## config.mk

```make
export PLATFORM = sky130hd
export DESIGN_NAME = puf_rsp_stabilizer
export DESIGN_NICKNAME = d
export VERILOG_FILES = /design/src/rtl/puf_rsp_stabilizer.sv
export SDC_FILE = /design/constraint.sdc
export NUM_CORES = 1
export LEC_CHECK = 0
export ABC_AREA = 1
export CAP_MARGIN = 10
export CORE_MARGIN = 2
export CORE_UTILIZATION = 30
export DETAILED_ROUTE_END_ITERATION = 8
export DONT_BUFFER_PORTS = 1
export PLACE_DENSITY = 0.51
export SYNTH_ARGS = -nofsm -noshare
export SYNTH_HDL_FRONTEND = slang
export SYNTH_SLANG_ARGS = --single-unit
```

## constraint.sdc

```tcl
create_clock -name clk -period 11.35 [get_ports clk]
set_clock_uncertainty 0.05 [all_clocks]
set_input_delay 3.405 -clock clk [delete_from_list [all_inputs] [get_ports clk]]
set_output_delay 3.405 -clock clk [all_outputs]
set_load 0.01 [all_outputs]
```

## src/rtl/puf_rsp_stabilizer.sv

```systemverilog
// PUF evaluation sequencer with per-bit majority vote over SAMPLES evaluations.
// Optional PUF_UNSTABLE_MASK_EN adds a mask of bits that disagreed across samples.
module puf_rsp_stabilizer #(
  parameter int WIDTH   = 64,
  parameter int SAMPLES = 15,
  parameter int RST_CYC = 4,
  parameter int SETTLE  = 1000
) (
  input  logic             clk,
  input  logic             rst,
  input  logic             start,
  input  logic [WIDTH-1:0] rsp_raw,
  output logic             puf_rst,
  output logic             busy,
  output logic [WIDTH-1:0] rsp_stb,
  output logic             rsp_valid,
  output logic [WIDTH-1:0] unstable_mask
);

  localparam int CW   = $clog2(SAMPLES + 1);
  localparam int TMAX = (SETTLE > RST_CYC) ? SETTLE : RST_CYC;
  localparam int TW   = $clog2(TMAX + 1);

  typedef enum logic [2:0] {
    S_IDLE,
    S_EXCITE,
    S_SETTLE,
    S_SAMPLE,
    S_DONE
  } state_t;

  state_t state, state_nx;

  logic [WIDTH-1:0] sync1, sync2;
  logic [TW-1:0]    tmr;
  logic [CW-1:0]    scnt;
  logic [CW-1:0]    ones [WIDTH];
  logic [WIDTH-1:0] vote;

  // rsp_raw is asynchronous to clk
  always_ff @(posedge clk) begin
    sync1 <= rsp_raw;
    sync2 <= sync1;
  end

  always_ff @(posedge clk) begin
    if (rst) state <= S_IDLE;
    else     state <= state_nx;
  end

  always_comb begin
    state_nx = state;
    case (state)
      S_IDLE:   if (start) state_nx = S_EXCITE;
      S_EXCITE: if (tmr == TW'(RST_CYC - 1)) state_nx = S_SETTLE;
      S_SETTLE: if (tmr == TW'(SETTLE - 1)) state_nx = S_SAMPLE;
      S_SAMPLE: begin
        if (scnt == CW'(SAMPLES - 1)) state_nx = S_DONE;
        else                          state_nx = S_EXCITE;
      end
      S_DONE:   state_nx = S_IDLE;
      default:  state_nx = S_IDLE;
    endcase
  end

  always_comb begin
    puf_rst = 1'b0;
    busy    = 1'b1;
    case (state)
      S_IDLE:   busy    = 1'b0;
      S_EXCITE: puf_rst = 1'b1;
      default:  ;
    endcase
  end

  // Timer restarts on every state change
  always_ff @(posedge clk) begin
    if (rst || state != state_nx) tmr <= '0;
    else if (state == S_EXCITE || state == S_SETTLE)
      tmr <= tmr + 1'b1;
  end

  always_ff @(posedge clk) begin
    if (rst || state == S_DONE) scnt <= '0;
    else if (state == S_SAMPLE) scnt <= scnt + 1'b1;
  end

  always_ff @(posedge clk) begin
    for (int i = 0; i < WIDTH; i++) begin
      if (rst || state == S_DONE)
        ones[i] <= '0;
      else if (state == S_SAMPLE)
        ones[i] <= ones[i] + CW'(sync2[i]);
    end
  end

  always_comb begin
    vote = '0;
    for (int i = 0; i < WIDTH; i++)
      vote[i] = (ones[i] > CW'(SAMPLES / 2));
  end

  always_ff @(posedge clk) begin
    if (rst) begin
      rsp_valid <= 1'b0;
      rsp_stb   <= '0;
    end else begin
      rsp_valid <= (state == S_DONE);
      if (state == S_DONE) rsp_stb <= vote;
    end
  end

`ifdef PUF_UNSTABLE_MASK_EN
  logic [WIDTH-1:0] unst;

  always_comb begin
    unst = '0;
    for (int i = 0; i < WIDTH; i++)
      unst[i] = (ones[i] != '0) && (ones[i] != CW'(SAMPLES));
  end

  always_ff @(posedge clk) begin
    if (rst)                 unstable_mask <= '0;
    else if (state == S_DONE) unstable_mask <= unst;
  end
`else
  assign unstable_mask = '0;
`endif

endmodule

```

-- Yosys cells after proc, flatten, opt, wreduce, memory -nomap -nowiden
Memory sizes are Yosys's and may differ from the RTL's.
Index checks and enable logic that the tools add are counted.
- add/sub/neg operators: 66
- magnitude comparators: 64
- equal/unequal tests: 8
- mux-type cells: 76
- bitwise gates (word level): 64
- reductions and logical operators: 4
- operators with widths (cell ; count):
    $add 4x1->4 ; 64
    $gt 4x3->1 const B ; 64
    $mux 4 ; 64
    $or 1x1->1 ; 64
    $mux 3 ; 4
    $pmux 3 s4 ; 1
    $add 10x1->10 const B ; 1
    $eq 10x10->1 const B ; 1
    $eq 10x2->1 const B ; 1
    $mux 1 ; 7
    $eq 3x2->1 const B ; 2
    $add 4x1->4 const B ; 1
    $eq 4x4->1 const B ; 1
    $eq 3x1->1 const B ; 1
    $eq 3x3->1 const B ; 1
    $logic_not 3->1 ; 1
    $logic_or 1x1->1 ; 3
    $ne 3x3->1 ; 1
- register bits: 210
- memory bits (writable): 256
- input bits: 67
- logic and storage cells: 290
- memories: 1
- memories (memory ; words ; bits a word ; read ports ; clocked after memory_dff ; write ports ; RTL line ; text):
    ones ; 64 ; 4 ; 64 ; 0 ; 64 ; 37 ; logic [CW-1:0] ones [WIDTH];

-- Longest topological paths before layout
Gate-level depths: netlist of run 1.
- depth in word-level cells: 5
- mapped depth: 10

-- Worst setup path after synthesis of run 1
No wires, ideal clock.
- kind: input -> register
- from: input rst
- to: memory ones[0][0] (netlist name), enable pin
- library setup time: 1.965 ns
- data arrival time: 7.858 ns
- required time: 9.335 ns
- slack: 1.478 ns
- cell stages on the path: 3
- buffers on the path: 1
- cell sequence: nor2_2 buf_4 nand2_1
- RTL lines (what ; RTL line ; text):
    start: declaration ; 10 ; input logic rst,
    end: declaration ; 37 ;

==> results of run 1 <==
layout by cell type (no fill, tap or decap), drive strengths merged:
cell	netlist	layout
mux2	1	1
nand4	3	3
xnor2	67	67
and3	1	1
bufinv	0	2
a21oi	66	66
inv	209	212
ha	131	131
nor2	225	225
nand3	72	72
clkinvlp	0	1
buf	97	6
clkinv	0	9
o22ai	1	1
nor4	1	1
edfxtp	256	256
a22o	1	1
dfxtp	210	210
diode	0	2
nand2	91	91
conb	1	64
xor2	5	5
o21bai	2	2
o21ai	129	129
clkbuf	8	86
routing by layer:
layer | up-vias | GRT usage (%)
li1 | 5170 | -
met1 | 4664 | 12.7
met2 | 190 | 17.4
met3 | 67 | 3.44
met4 | 0 | 3.85
met5 | - | 0
cells by family (layout without fill, tap and decap cells):
group           after synthesis  after routing  share of synthesized area (%)
compound gates              199            199                           5.66
xor+xnor                     72             72                           3.42
fa+ha+maj                   131            131                           8.89
buf+inv                     314            316                           8.73
flops                       466            466                           64.5
mux                           1              1                         0.0610
other cells                   1             66                         0.0203
simple gates                393            393                           8.76
worst max-delay path: cells and delay by family:
family / cells / cell delay (ns)
buffers and inverters: 3 / 1.76
AND/OR/NAND/NOR: 2 / 0.76
final cells by class:
type	instances	area, um^2
Tap cell	782	978
Timing Repair Buffer	6	57.6
Sequential cell	466	11900
Fill cell	6006	39800
Clock inverter	15	151
Antenna cell	2	5.00
Inverter	209	790
Multi-Input combinational cell	860	5190
Clock buffer	86	1690
stage by stage:
step | power [uW] | setup slack, ns
floorplan | 1990 | 1.48
global placement | 1990 | 4.68
detailed placement | 2000 | 4.62
CTS | 3790 | 5.28
global route | 3870 | 5.09
finish | 3720 | 5.20
power groups by stage:
stage / Clock, uW / Combinational, uW / Sequential [uW]
floorplan: 0 / 98.5 / 1900
global placement: 0 / 101 / 1890
detailed placement: 0 / 104 / 1890
CTS: 1830 / 105 / 1860
global route: 1890 / 122 / 1860
finish: 1760 / 102 / 1860
registers in the layout, summed over array words and instances (netlist names):
register and flops:
tmr 10, state 3, ones 256, rsp_stb 64, rsp_valid 1, scnt 4
sync1 64, sync2 64
worst paths after layout:
kind / cells after the start / start / end / slack [ns]
worst max-delay path: 5 / rst / ones[4][1]$_SDFFCE_PN0P_ / 5.20
worst max register to register: 8 / state[1]$_SDFF_PP0_ / ones[4][1]$_SDFFCE_PN0P_ / 7.25
worst min register to register: 0 / sync1[38]$_DFF_P_ / sync2[38]$_DFF_P_ / 0.27
worst min-delay path: 0 / sync1[38]$_DFF_P_ / sync2[38]$_DFF_P_ / 0.27
==> impl_metrics.tcl, run 1 <==
set metrics [dict create \
    syn_area_um2 18400 \
    worstPathMaxFanout 141 \
    drt_iter0_drc 429 \
    power.internal_uw 2930 \
    peakVddDrop_mv 0.110 \
    final-setup-viol-count 0 \
    p_switching_uw 787 \
    grt_pass1_vias 9942 \
    finalHoldViolCount 0 \
    yosysSeqAreaShare_pct 64.5 \
    htreeDepth 2 \
    maxSlewHeadroom_pct 33.7 \
    synthTopCellsByCount "256 x edfxtp_1, 221 x nor2_1, 210 x dfxtp_1" \
    switching_share_pct 21.2 \
    clock_latency_ns 0.60 \
    drtPass1Iterations 4 \
    p_comb_share_pct 2.7 \
    route.met3.wl_um 2540 \
    vias 10100 \
    wl_met2_um 15000 \
    grt_antenna_before_repair 2 \
    synthTopCellsByArea "edfxtp_1 42%, dfxtp_1 23%, ha_1 8.9%" \
    cts_root_buffer "clkbuf_16" \
    crit_required_ns 11.54 \
    hpwl_um 19300 \
    layout.nets 1795 \
    drc 0 \
    post_synth.cell_area_avg_um2 11.7 \
    synth-main-ff-cell "edfxtp_1" \
    max_freq_mhz 162 \
    totalWireLength_um 32900 \
    fin_area_um2 20800 \
    crit_arrival_ns 6.34 \
    grt_max_degree 142 \
    dieHeight_um 252 \
    synth_edf_count 256 \
    hold_buffers 0 \
    placed_cells 2323 \
    finalCriticalPeriod_ns 6.15 \
    clk_path_buf_depth 3 \
    crit_path_end_kind "flip-flop" \
    dpl-instance-area_um2 18900 \
    dr.max_layer_used "met4" \
    wl_met1_um 14500 \
    holdWs_ns 0.272 \
    slew_viol_final 0 \
    yosys_warnings 0 \
    drtAntennaViolNets 0 \
    coreArea_um2 60600 \
    cts_tree "yes" \
    fin_cells 2426 \
    critPathKind "in -> reg" \
    layout-drive-gt1-share_pct 6.94 \
    period_share_pct 54.2 \
    placementRows 90 \
    cts-resized-gates 0 \
    io_buffers 0 \
    die_area_um2 63500 \
    clkSlewWorstSetupHoldPaths_ns 0.06 \
    rsz0062_at_grt "false" \
    track_usage_pct 10.5 \
    worstMarginPinSlew_ns 0.995 \
    die_w_um 252 \
    power_density_nw_per_um2 179 \
    start_util_pct 30.4 \
    yosys.area.top_type "edfxtp_1" \
    wl_per_cell_um 13.6 \
    hold_path_class "reg -> reg" \
    grt_pass1_wl_um 52600 \
    postCtsSetupBuffers 0 \
    yosysMostFrequentCell "edfxtp_1" \
    cts_sinks 466 \
    maxCapViolations 0 \
    seqPwrFrac_pct 50.0 \
    synth-seq-cells 466 \
    pwr-share-clk_pct 47.3 \
    tns_ns 0 \
    max_stage_delay_ns 0.71 \
    synth.distinct_cells 33 \
    status "finished clean" \
    cts_made_buffers 54 \
    final_util_pct 34.3 \
    synthesis.instances 1577 \
    vias_per_cell 4.16 \
    place_congestion 0.734 \
    crit_chain "nor2_4 > buf_4 > nand2_4 > buf_12 > buf_4" \
    leakage_uw 0.00838 \
    slowest_stage "buf_4" \
    areaGrowthSynthToFinish_pct 12.5 \
    timing.critical_path.mode_cell "buf_4" \
    yosysTopAreaCellShare_pct 41.7 \
    grt_remaining_overflow 0 \
    synth-async-reset-ratio_pct 0 \
    pin_count 198 \
    cp-start-kind "input port" \
]
Note: power is estimated with default switching activity, not from simulation.
==> inputs of run 2 (changes only) <==
--- a/config.mk
+++ b/config.mk
@@ -11,7 +11,7 @@
 export CORE_UTILIZATION = 30
 export DETAILED_ROUTE_END_ITERATION = 8
 export DONT_BUFFER_PORTS = 1
-export PLACE_DENSITY = 0.51
+export PLACE_DENSITY = 0.52
 export SYNTH_ARGS = -nofsm -noshare
 export SYNTH_HDL_FRONTEND = slang
 export SYNTH_SLANG_ARGS = --single-unit
==> constraint.sdc (replaced) <==
create_clock -name clk -period 5.55 [get_ports clk]
set_clock_uncertainty 0.05 [all_clocks]
set_input_delay 1.665 -clock clk [delete_from_list [all_inputs] [get_ports clk]]
set_output_delay 1.665 -clock clk [all_outputs]
set_load 0.01 [all_outputs]
==> run 2 against run 1 <==
  * Die area unchanged
  * Clock-buffer cell count decreased by 11
  * First-iteration DRC count grew 24%
  * Sequential power grew 100%
  * Sequential share of layout area grew 0.21 points
  * Power increased by 100%
  * Non-clock buffer count did not move
  * Final cell count decreased by 0.25%
  * Via count decreased by 1.1%
  * Register-to-register slack worse by 4.2 ns
  * Largest cell class unchanged
==> impl_metrics.tcl, run 2 (same netlist as run 1, synthesis figures left out) <==
set metrics [dict create \
    max_freq_mhz 322 \
    slew_viol_final 0 \
    hold_path_class "reg -> reg" \
    cts_made_buffers 52 \
    fin_ws_ns 2.44 \
    clk_path_buf_depth 3 \
    totalWireLength_um 32200 \
    dieHeight_um 252 \
    areaGrowthSynthToFinish_pct 12.1 \
    cts_tree "yes" \
    track_usage_pct 10.2 \
    final_common_cell "edfxtp_1" \
    htreeDepth 2 \
    finalCriticalPeriod_ns 3.11 \
    cts_root_buffer "clkbuf_16" \
    drtPass1Iterations 4 \
    max_flop_register "ones" \
    wl_per_cell_um 13.3 \
    grt_antenna_before_repair 2 \
    grt_max_degree 128 \
    grt_remaining_overflow 0 \
    fin_area_um2 20700 \
    grt_pass1_wl_um 51300 \
    finalHoldViolCount 0 \
    coreArea_um2 60600 \
    cp-start-kind "flip-flop" \
    period_share_pct 56.0 \
    rsz0062_at_grt "false" \
    status "finished clean" \
    io_buffers 0 \
    critPathKind "reg -> out" \
    hpwl_um 19000 \
    dpl-instance-area_um2 18900 \
    largest_reg_flops 256 \
    worstMarginPinSlew_ns 1.07 \
    placed_cells 2323 \
    maxSlewHeadroom_pct 28.9 \
    place_congestion 0.702 \
    maxCapViolations 0 \
    cts-resized-gates 0 \
    power_density_nw_per_um2 360 \
    fin_cells 2420 \
    drt_iter0_drc 530 \
    antenna_cells 0 \
    clkSlewWorstSetupHoldPaths_ns 0.06 \
    layout.nets 1793 \
    drc 0 \
    vias_per_cell 4.12 \
    dp_slack_ns 2.17 \
    grt_pass1_vias 9570 \
    cts_sinks 466 \
    pin_count 198 \
    clock_latency_ns 0.60 \
    tns_ns 0 \
    postCtsSetupBuffers 0 \
    final_util_pct 34.1 \
    worstPathMaxFanout 6 \
    crit_required_ns 3.84 \
    start_util_pct 30.4 \
    final_cell_mix "256 x edfxtp_1, 221 x nor2_1, 210 x dfxtp_1" \
    hold_buffers 0 \
    peakVddDrop_mv 0.233 \
    leakage_uw 0.00835 \
    crit_path_end_kind "output port" \
    die_w_um 252 \
    placementRows 90 \
    final-setup-viol-count 0 \
    die_area_um2 63500 \
    drtAntennaViolNets 0 \
    crit_arrival_ns 1.39 \
    layout-drive-gt1-share_pct 6.78 \
    vias 9976 \
]
## run 2: cell count changes in the layout (fill, tap and decap cells not counted), sizes merged
cell | previous run | this run
diode | 2 | 0
clkinv | 9 | 15
clkbuf | 86 | 75
inv | 212 | 213
## run 2: power by group
| group | total [uW] | switching, uW | leakage [uW] | internal (uW) |
|---|---|---|---|---|
| clock network | 3430 | 1420 | 0.000853 | 2010 |
| registers | 3800 | 49.2 | 0.00438 | 3750 |
| logic | 211 | 146 | 0.00311 | 65.7 |
## run 2: critical path, cell delays in order (launching register included)
cell and delay, ns:
dfxtp_1 0.35, inv_1 0.18, nand3_1 0.13, inv_1 0.15
## run 2: worst paths after layout
check | cells after the start | slack (ns) | startpoint | endpoint
hold / removal | 0 | 0.27 | sync1[52]$_DFF_P_ | sync2[52]$_DFF_P_
hold reg to reg | 0 | 0.27 | sync1[52]$_DFF_P_ | sync2[52]$_DFF_P_
setup reg to reg | 6 | 3.07 | state[1]$_SDFF_PP0_ | ones[6][10]$_SDFFCE_PN0P_
setup / recovery | 3 | 2.44 | state[2]$_SDFF_PP0_ | puf_rst
## run 2: area by class of cell
type / count / area (um^2)
Fill cell: 6000 / 39900
Sequential cell: 466 / 11900
Multi-Input combinational cell: 860 / 5200
Clock buffer: 75 / 1510
Tap cell: 782 / 978
Inverter: 209 / 790
Clock inverter: 22 / 223
Timing Repair Buffer: 6 / 82.6
## run 2: layer usage
metal | track usage [%] | share of wire, % | vias up
met1 | 13.2 | 46 | 4571
met4 | 3.97 | 2.6 | 2
met5 | 0 | 0.025 | -
li1 | - | - | 5159
met2 | 16.3 | 45 | 192
met3 | 2.85 | 6.0 | 52
## run 2: metrics by stage
| step | hold slack, ns | power (uW) |
|---|---|---|
| final | 0.268 | 7440 |
| after global placement | 0.259 | 4080 |
| after floorplan | 0.260 | 4070 |
| after detailed placement | 0.262 | 4090 |
| after CTS | 0.271 | 7580 |
| after global routing | 0.283 | 7770 |
==> inputs of run 3 (changes only) <==
==> constraint.sdc (replaced) <==
create_clock -name clk -period 2.7 [get_ports clk]
set_clock_uncertainty 0.05 [all_clocks]
set_input_delay 0.81 -clock clk [delete_from_list [all_inputs] [get_ports clk]]
set_output_delay 0.81 -clock clk [all_outputs]
set_load 0.01 [all_outputs]
==> run 3 against run 2 <==
  * Final cell count up 0.66%
  * Sequential power up 110%
  * Non-clock buffer count up 13
  * Clock-buffer cell count down 4
  * Die area unchanged
  * Sequential cell count unchanged
  * Combinational power up 110%
  * Final area up 1.6%
  * Sequential share of layout area down 0.90 points
  * Wire length up 0.65%
==> impl_metrics.tcl, run 3 (same netlist as run 1, synthesis figures left out) <==
set metrics [dict create \
    fin_area_um2 21000 \
    whs_path_depth 0 \
    hold_start "rsp_raw[39]" \
    cts_tree "yes" \
    track_usage_pct 10.3 \
    cts_made_buffers 53 \
    crit_arrival_ns 1.40 \
    cts_root_buffer "clkbuf_16" \
    slew_viol_final 0 \
    status "finished clean" \
    vias_per_cell 4.13 \
    cts-resized-gates 0 \
    layout-drive-gt1-share_pct 8.16 \
    htreeDepth 2 \
    power.internal_uw 12300 \
    period_share_pct 83.7 \
    r2r_end "ones[7][4]$_SDFFCE_PN0P_" \
    switching_share_pct 21.5 \
    crit_path_end_kind "output port" \
    finalCriticalPeriod_ns 2.26 \
    largest_reg_flops 256 \
    worstPathMaxFanout 6 \
    drt_iter0_drc 445 \
    drtAntennaViolNets 0 \
    io_buffers 0 \
    final_util_pct 34.7 \
    clock_latency_ns 0.59 \
    pin_count 198 \
    fin_total_pwr_uw 15600 \
    pwr-share-clk_pct 47.3 \
    cp-start-kind "flip-flop" \
    place_congestion 0.724 \
    die_w_um 252 \
    final_common_cell "edfxtp_1" \
    grt_max_degree 79 \
    slowest_stage "dfxtp_1" \
    max_flop_register "ones" \
    hold_path_class "in -> reg" \
    worstReg2RegStart "state[1]$_SDFF_PP0_" \
    timing.critical_path.mode_cell "inv_1" \
    max_stage_delay_ns 0.35 \
    vias 10100 \
    max_freq_mhz 443 \
    final-setup-viol-count 0 \
    hold_buffers 0 \
    holdPathEnd "sync1[39]$_DFF_P_" \
    p_comb_share_pct 2.9 \
    dieHeight_um 252 \
    grt_remaining_overflow 0 \
    seqPwrFrac_pct 49.8 \
    final_cell_mix "256 x edfxtp_1, 221 x nor2_1, 210 x dfxtp_1" \
    finalHoldViolCount 0 \
    coreArea_um2 60600 \
    crit_required_ns 1.84 \
    die_area_um2 63500 \
    clk_path_buf_depth 3 \
    hpwl_um 20100 \
    grt_antenna_before_repair 4 \
    grt_pass1_vias 9844 \
    layout.nets 1807 \
    fin_cells 2436 \
    critPathKind "reg -> out" \
    postCtsSetupBuffers 0 \
    maxCapViolations 0 \
    multi_input_area_um2 5200 \
    grt_pass1_wl_um 52000 \
    drc 0 \
    totalWireLength_um 32400 \
    areaGrowthSynthToFinish_pct 13.9 \
    leakage_uw 0.00852 \
    crit_chain "inv_1 > nand3_1 > inv_1" \
    wl_per_cell_um 13.3 \
    clkSlewWorstSetupHoldPaths_ns 0.06 \
    fillers 5995 \
    placementRows 90 \
    cts_sinks 466 \
    rr_worst_depth 6 \
    dpl-instance-area_um2 19200 \
    tns_ns 0 \
    start_util_pct 30.4 \
    r2r_slack_ns 0.72 \
    placed_cells 2336 \
    antenna_cells 0 \
    peakVddDrop_mv 0.535 \
    power_density_nw_per_um2 745 \
    p_switching_uw 3370 \
    rsz0062_at_grt "false" \
    drtPass1Iterations 4 \
    seqCellArea_um2 11900 \
]
==> run 3: cell count changes in the layout (fill, tap and decap cells not counted), sizes merged <==
cell	change
clkinv	+1
inv	+5
clkbuf	-4
buf	+13
bufinv	+1
==> run 3: worst max-delay path: cells and delay by family, from the launching register on <==
family	cells	cell delay, ns
buffers and inverters	2	0.33
DFF	1	0.35
and+or+nand+nor	1	0.14
==> run 3: layout make-up <==
class                           instances  area share [%]
Tap cell                              782            4.66
Inverter                              209            3.76
Sequential cell                       466            56.6
Clock buffer                           71            7.47
Clock inverter                         29            1.35
Timing Repair Buffer                   19            1.39
Multi-Input combinational cell        860            24.8
==> run 3: per-layer routing <==
layer  routed length (um)  track usage (%)
met3                 1800             2.99
met4                  809             3.91
met2                15000             17.0
met1                14800             12.7
met5                   21                0
==> run 3: worst max-delay path by stage <==
| stage | start | end | depth (start not counted) |
|---|---|---|---|
| final | state[2]$_SDFF_PP0_ | puf_rst | 3 |
| after detailed placement | rst | ones[5][4]$_SDFFCE_PN0P_ | 4 |
| after floorplan | rst | ones[0][0]$_SDFFCE_PN0P_ | 3 |
| after CTS | state[2]$_SDFF_PP0_ | puf_rst | 3 |
| after global routing | state[2]$_SDFF_PP0_ | puf_rst | 3 |
| after global placement | rst | ones[4][29]$_SDFFCE_PN0P_ | 4 |
==> run 3: power by group through the flow <==
stage / clock [uW] / combinational (uW) / sequential, uW
6_report: 7390 / 452 / 7800
3_3_place_gp: 0 / 452 / 7950
5_1_grt: 7950 / 540 / 7820
2_1_floorplan: 0 / 416 / 7920
3_5_place_dp: 0 / 459 / 7950
4_1_cts: 7690 / 463 / 7800
==> run 3: stage by stage <==
stage / setup WS [ns] / hold WS, ns
5_1_grt: 0.308 / 0.130
6_report: 0.441 / 0.183
2_1_floorplan: 0.178 / 0.260
3_3_place_gp: 0.675 / 0.261
4_1_cts: 0.386 / 0.124
3_5_place_dp: 0.651 / 0.262
